<file path="config.mk">
export PLATFORM = sky130hd
export DESIGN_NAME = vga_pattern_sequencer
export DESIGN_NICKNAME = d
export VERILOG_FILES = /design/src/rtl/vga_pattern_sequencer.sv
export SDC_FILE = /design/constraint.sdc
export NUM_CORES = 1
export LEC_CHECK = 0
export BUFFER_PORTS_ARGS = -buffer_cell sky130_fd_sc_hd__buf_2
export CELL_PAD_IN_SITES_DETAIL_PLACEMENT = 1
export CELL_PAD_IN_SITES_GLOBAL_PLACEMENT = 1
export CORE_ASPECT_RATIO = 0.5
export CORE_MARGIN = 2
export CORE_UTILIZATION = 39
export DETAILED_ROUTE_END_ITERATION = 8
export PLACE_DENSITY = 0.84
export SYNTH_ARGS = -nofsm -noshare
export SYNTH_HDL_FRONTEND = slang
export SYNTH_SLANG_ARGS = --single-unit
</file>
<file path="constraint.sdc">
create_clock -name clk -period 1.65 [get_ports clk]
set_input_delay 0.165 -clock clk [delete_from_list [all_inputs] [get_ports clk]]
set_output_delay 0.165 -clock clk [all_outputs]
set_load 0.03 [all_outputs]
</file>
<file path="src/rtl/vga_pattern_sequencer.sv">
// vga_pattern_sequencer
//   Chooses one of four monochrome test patterns and drives the registered pixel bit.
//   A debounced button press advances the pattern. When auto_en is set, the pattern
//   also advances every FRAMES_PER_PATTERN frames. The pattern only changes on a
//   newframe pulse, so a frame is never split between two patterns.
// Ports
//   clk, rst_n            : system clock; asynchronous active-low reset
//   x, y, valid           : pixel position from the timing generator; valid = visible area
//   newframe              : one-clock pulse at the start of each frame
//   btn_next              : raw button, active high, asynchronous to clk
//   auto_en               : level input; enables auto-advance
//   video                 : pixel bit, one clock after x/y/valid
//   pattern               : index of the displayed pattern
//   pending               : manual advance is waiting for the next newframe
module vga_pattern_sequencer #(
  parameter int H_ACTIVE           = 640,
  parameter int V_ACTIVE           = 480,
  parameter int FRAMES_PER_PATTERN = 60,
  parameter int DEBOUNCE_CYCLES    = 500000,
  parameter int LINE_SHIFT         = 4
) (
  input  logic       clk,
  input  logic       rst_n,
  input  logic [9:0] x,
  input  logic [9:0] y,
  input  logic       valid,
  input  logic       newframe,
  input  logic       btn_next,
  input  logic       auto_en,
  output logic       video,
  output logic [1:0] pattern,
  output logic       pending
);

  localparam int          CW      = $clog2(DEBOUNCE_CYCLES + 1);
  localparam logic [CW-1:0] DB_LAST = CW'(DEBOUNCE_CYCLES - 1);
  localparam logic [15:0] FC_LAST = 16'(FRAMES_PER_PATTERN - 1);

  typedef enum logic {SHOW, PEND} state_t;

  // ---------------- button: synchroniser + debounce ----------------
  logic          sync0, sync1, db_lvl, press;
  logic [CW-1:0] db_cnt;

  // db_cnt counts consecutive clocks where the synchronised level differs from the
  // debounced level. Any clock where they agree restarts the count.
  assign press = sync1 && !db_lvl && (db_cnt == DB_LAST);

  always_ff @(posedge clk or negedge rst_n) begin
    if (!rst_n) begin
      sync0  <= 1'b0;
      sync1  <= 1'b0;
      db_lvl <= 1'b0;
      db_cnt <= '0;
    end else begin
      sync0 <= btn_next;
      sync1 <= sync0;
      if (sync1 == db_lvl) begin
        db_cnt <= '0;
      end else if (db_cnt == DB_LAST) begin
        db_lvl <= sync1;
        db_cnt <= '0;
      end else begin
        db_cnt <= db_cnt + 1'b1;
      end
    end
  end

  // ---------------- sequencer FSM ----------------
  state_t      state, state_nxt;
  logic [1:0]  pattern_nxt;
  logic [15:0] fcnt, fcnt_nxt;
  logic        auto_hit, advance;

  assign auto_hit = auto_en && newframe && (fcnt == FC_LAST);
  // A pending manual advance and an auto terminal on the same newframe give one step.
  assign advance  = newframe && ((state == PEND) || auto_hit);
  assign pending  = (state == PEND);

  always_comb begin
    state_nxt   = state;
    pattern_nxt = advance ? pattern + 2'd1 : pattern;
    fcnt_nxt    = fcnt;
    unique case (state)
      // A press on the same clock as newframe is still only recorded. The advance
      // waits for the following newframe.
      SHOW: if (press)    state_nxt = PEND;
      PEND: if (newframe) state_nxt = SHOW;
      default:            state_nxt = SHOW;
    endcase
    if (!auto_en)      fcnt_nxt = '0;
    else if (advance)  fcnt_nxt = '0;
    else if (newframe) fcnt_nxt = fcnt + 16'd1;
  end

  always_ff @(posedge clk or negedge rst_n) begin
    if (!rst_n) begin
      state   <= SHOW;
      pattern <= 2'd0;
      fcnt    <= '0;
    end else begin
      state   <= state_nxt;
      pattern <= pattern_nxt;
      fcnt    <= fcnt_nxt;
    end
  end

  // ---------------- pixel generation ----------------
  logic pix;

  always_comb begin
    pix = 1'b0;
    unique case (pattern)
      2'd0: pix = (x < 10'd2) || (x > 10'(H_ACTIVE - 2)) ||
                  (y < 10'd2) || (y > 10'(V_ACTIVE - 2));
      2'd1: pix = |x[LINE_SHIFT-1:0];
      2'd2: pix = 1'b1;
      2'd3: pix = x[5] ^ y[5];
      default: pix = 1'b0;
    endcase
  end

  always_ff @(posedge clk or negedge rst_n) begin
    if (!rst_n) video <= 1'b0;
    else        video <= valid & pix;
  end

endmodule

</file>
==> run summary <==
Global route overflow: 0
DIE HEIGHT: 57.6 um
Most frequent cells in the layout: buf_4 (44), dfrtp_1 (40), buf_2 (29)
Clk pwr share: 0.439
Final Util: 0.635
Static leakage: 1.47 nW
CTS root buf: clkbuf_16
Worst r2r path cells: 8
Num rows: 19
Max-slew violations: 0
Die Span X: 111 um
Crit. End Element: flop
Area of the core: 0.00552 mm^2
Ys Warns: 0
Share of the synthesized area in the top cell type: 0.468
Max-Cap Viols: 0
Routed via count: 2481
Ranking of synthesized cells by area: dfrtp_1 (47%), xor2_1 (6.2%), nor2_1 (5.7%)
FF-to-FF Start: fcnt[1]$_DFFE_PN0P_
Slew @ Worst Pin: 0.582 ns
Share of post-route cells with drive strength above 1: 0.468
Hold Path Depth: 3
Final TNS setup: -6.00 ns
IO buf count: 29
Post-synth top flop: dfrtp_1
Post-synthesis sequential element count: 42
Layout area overhead: 56.1%
Post-synth cell types: 40
Top Metal Used: met4
Cells after Synth: 240
CP Launch Type: flop
Area leader, netlist: dfrtp_1
Minimum clock period: 2.01 ns
Post-synth EDFFs: 0
Area of the multi-input gates: 0.00154 mm^2
Power Internal: 0.00193 W
Min-delay src: valid
Mapped Area: 0.00224 mm^2
Vias in the first global route: 2532
Post-DRT Antenna Nets: 0
Combinational Power Share: 0.153
Power Density: 762 mW/mm^2
Asr flop ratio synth: 1.00
First-pass DRT Iterations: 4
Commonest non-fill, non-tap cell in the layout: buf_4
Hold EP: video$_DFF_PN0_
CTS sink cnt: 42
Final setup fails: 36
Global Route Usage Sum: 0.287
Routed wire per std cell: 27.9 um
Register-to-register setup slack: -0.36 ns
Worst-path clk slew: 0.07 ns
Setup Skew: 0.00585 ns
DR iter-0 viols: 184
FF/Latch Area: 0.00105 mm^2
Final Cycle Share: 1.22
Sequential share of the synthesized area: 0.468
CTS Buf Count: 5
Status: finished with violations
DRC errors left: 0
Final hold vios: 0
Final WS setup: -0.364 ns
WL final: 11200 um
RSZ-0062 raised after global routing: yes
Arrival @ worst endpoint: 2.19 ns
Share of power burned in registers: 0.408
CTS H-tree depth: 2
Inserted Diodes: 0
CP max FO: 7
Critical path class: flop to flop
Fill cells: 590
Clock latency on the worst-skew pair: 0.29 ns
Met3 routed WL: 660 um
Longest Clk Path Bufs: 2
Switch share: 0.275
Final net count: 359
Post-place setup slack: -0.228 ns
Violated checks: negative setup slack
Syn nets: 273
Die Area: 0.00641 mm^2
Critical Path RT: 1.83 ns
Hold WC Path Type: primary input to flop
Metal1 wirelength: 4460 um
Average size of a mapped cell: 9.35 um^2
I/O pins: 30
GPL Wtd Cong: 0.802
Peak supply drop: 0.000583 V
Net Switching: 0.000734 W
First-pass GRT wire length: 13800 um
Initial cell density of the core: 0.407
Metal2 WL: 5390 um
Maximum number of pins on one net before global-route repair: 43
DR vias/cell: 6.20
Slew headroom: 0.612
Antenna violations before repair: 0
Detailed Place HPWL: 4520 um
Max Clk Rate: 0.496 GHz
TritonCTS clock tree: built
Reg-to-Reg End: fcnt[6]$_DFFE_PN0P_
-- worst max-delay path: stages (launching register included) --
cell      delay, ns
dfrtp_1        0.37
ha_2           0.19
nand2b_1       0.09
nand4b_1       0.27
buf_4          0.22
o311ai_4       0.29
buf_6          0.17
nor2_4         0.06
a22o_1         0.24
-- per-layer routing --
layer	track usage	up-vias
met5	0	-
met1	0.312	1265
met4	0.173	0
met3	0.0607	54
li1	-	1024
met2	0.533	138
-- registers in the layout (all words and copies together), names as in the netlist --
name	count
db_cnt	19
fcnt	16
pattern	2
db_lvl	1
pending	1
sync0	1
sync1	1
video	1
-- cell type report --
| type | count | area share |
|---|---|---|
| tap | 73 | 0.0261 |
| inverter | 10 | 0.0107 |
| multi-input combinational | 185 | 0.441 |
| clock inverter | 3 | 0.0114 |
| sequential | 42 | 0.301 |
| clock buffer | 5 | 0.0357 |
| timing repair buffer | 82 | 0.174 |
-- cells by family (layout without fill, tap and decap cells) --
logic type / Yosys count / in the layout / share of synthesized area
AND/OR/NAND/NOR: 117 / 117 / 0.257
flip-flops: 42 / 42 / 0.468
AO/OA/AOI/OAI: 36 / 37 / 0.112
XOR/XNOR: 22 / 22 / 0.0859
buffers and inverters: 14 / 100 / 0.0279
adder cells (fa/ha/maj): 7 / 7 / 0.0390
multiplexers: 2 / 2 / 0.0100
-- Yosys cell counts (all sizes together) (2+ instances only) --
cell     number
a21oi         6
a22o          4
a31oi         3
and3          5
buf           3
dfrtp        42
ha            7
inv          10
mux2          2
nand2        23
nand2b        3
nand3        23
nand4         6
nand4b        2
nor2         34
nor3          7
nor4          7
o21ai        10
o2bb2ai       4
o311ai        2
or2           2
xnor2         6
xor2         16
-- power by group through the flow --
stage | clock network (W) | logic, W | registers [W]
2_1_floorplan | 0 | 0.000107 | 0.00113
3_3_place_gp | 0 | 0.000250 | 0.00110
3_5_place_dp | 0 | 0.000267 | 0.00110
4_1_cts | 0.00114 | 0.000311 | 0.00108
5_1_grt | 0.00121 | 0.000431 | 0.00109
6_report | 0.00117 | 0.000407 | 0.00109
-- how the worst max path moves through the flow --
stage | startpoint | endpoint
2_1_floorplan | fcnt[0]$_DFFE_PN0P_ | fcnt[4]$_DFFE_PN0P_
5_1_grt | fcnt[8]$_DFFE_PN0P_ | fcnt[4]$_DFFE_PN0P_
6_report | fcnt[1]$_DFFE_PN0P_ | fcnt[6]$_DFFE_PN0P_
3_5_place_dp | fcnt[1]$_DFFE_PN0P_ | fcnt[10]$_DFFE_PN0P_
3_3_place_gp | fcnt[1]$_DFFE_PN0P_ | fcnt[10]$_DFFE_PN0P_
4_1_cts | fcnt[0]$_DFFE_PN0P_ | fcnt[4]$_DFFE_PN0P_
-- timing repair --
item / in CTS / in global routing
endpoints found under the hold margin: 43 / 0
buffers inserted: 8 / 10
gates resized for setup: 19 / 82
pin swaps: 7 / 31
hold buffers: 2 / 0
endpoints found under the setup margin: 28 / 37
cloned: 0 / 2
-- per-stage QoR --
step / total power [W] / hold WS [ns] / std cells / cell area, um^2
4_1_cts: 0.00254 / 0.118 / 388 / 3020
3_5_place_dp: 0.00137 / 0.274 / 370 / 2700
2_1_floorplan: 0.00124 / -0.131 / 240 / 2250
3_3_place_gp: 0.00135 / 0.257 / 370 / 2700
6_report: 0.00267 / 0.159 / 400 / 3500
5_1_grt: 0.00273 / 0.153 / 400 / 3500
No activity file was read; power rests on OpenSTA's default activity.
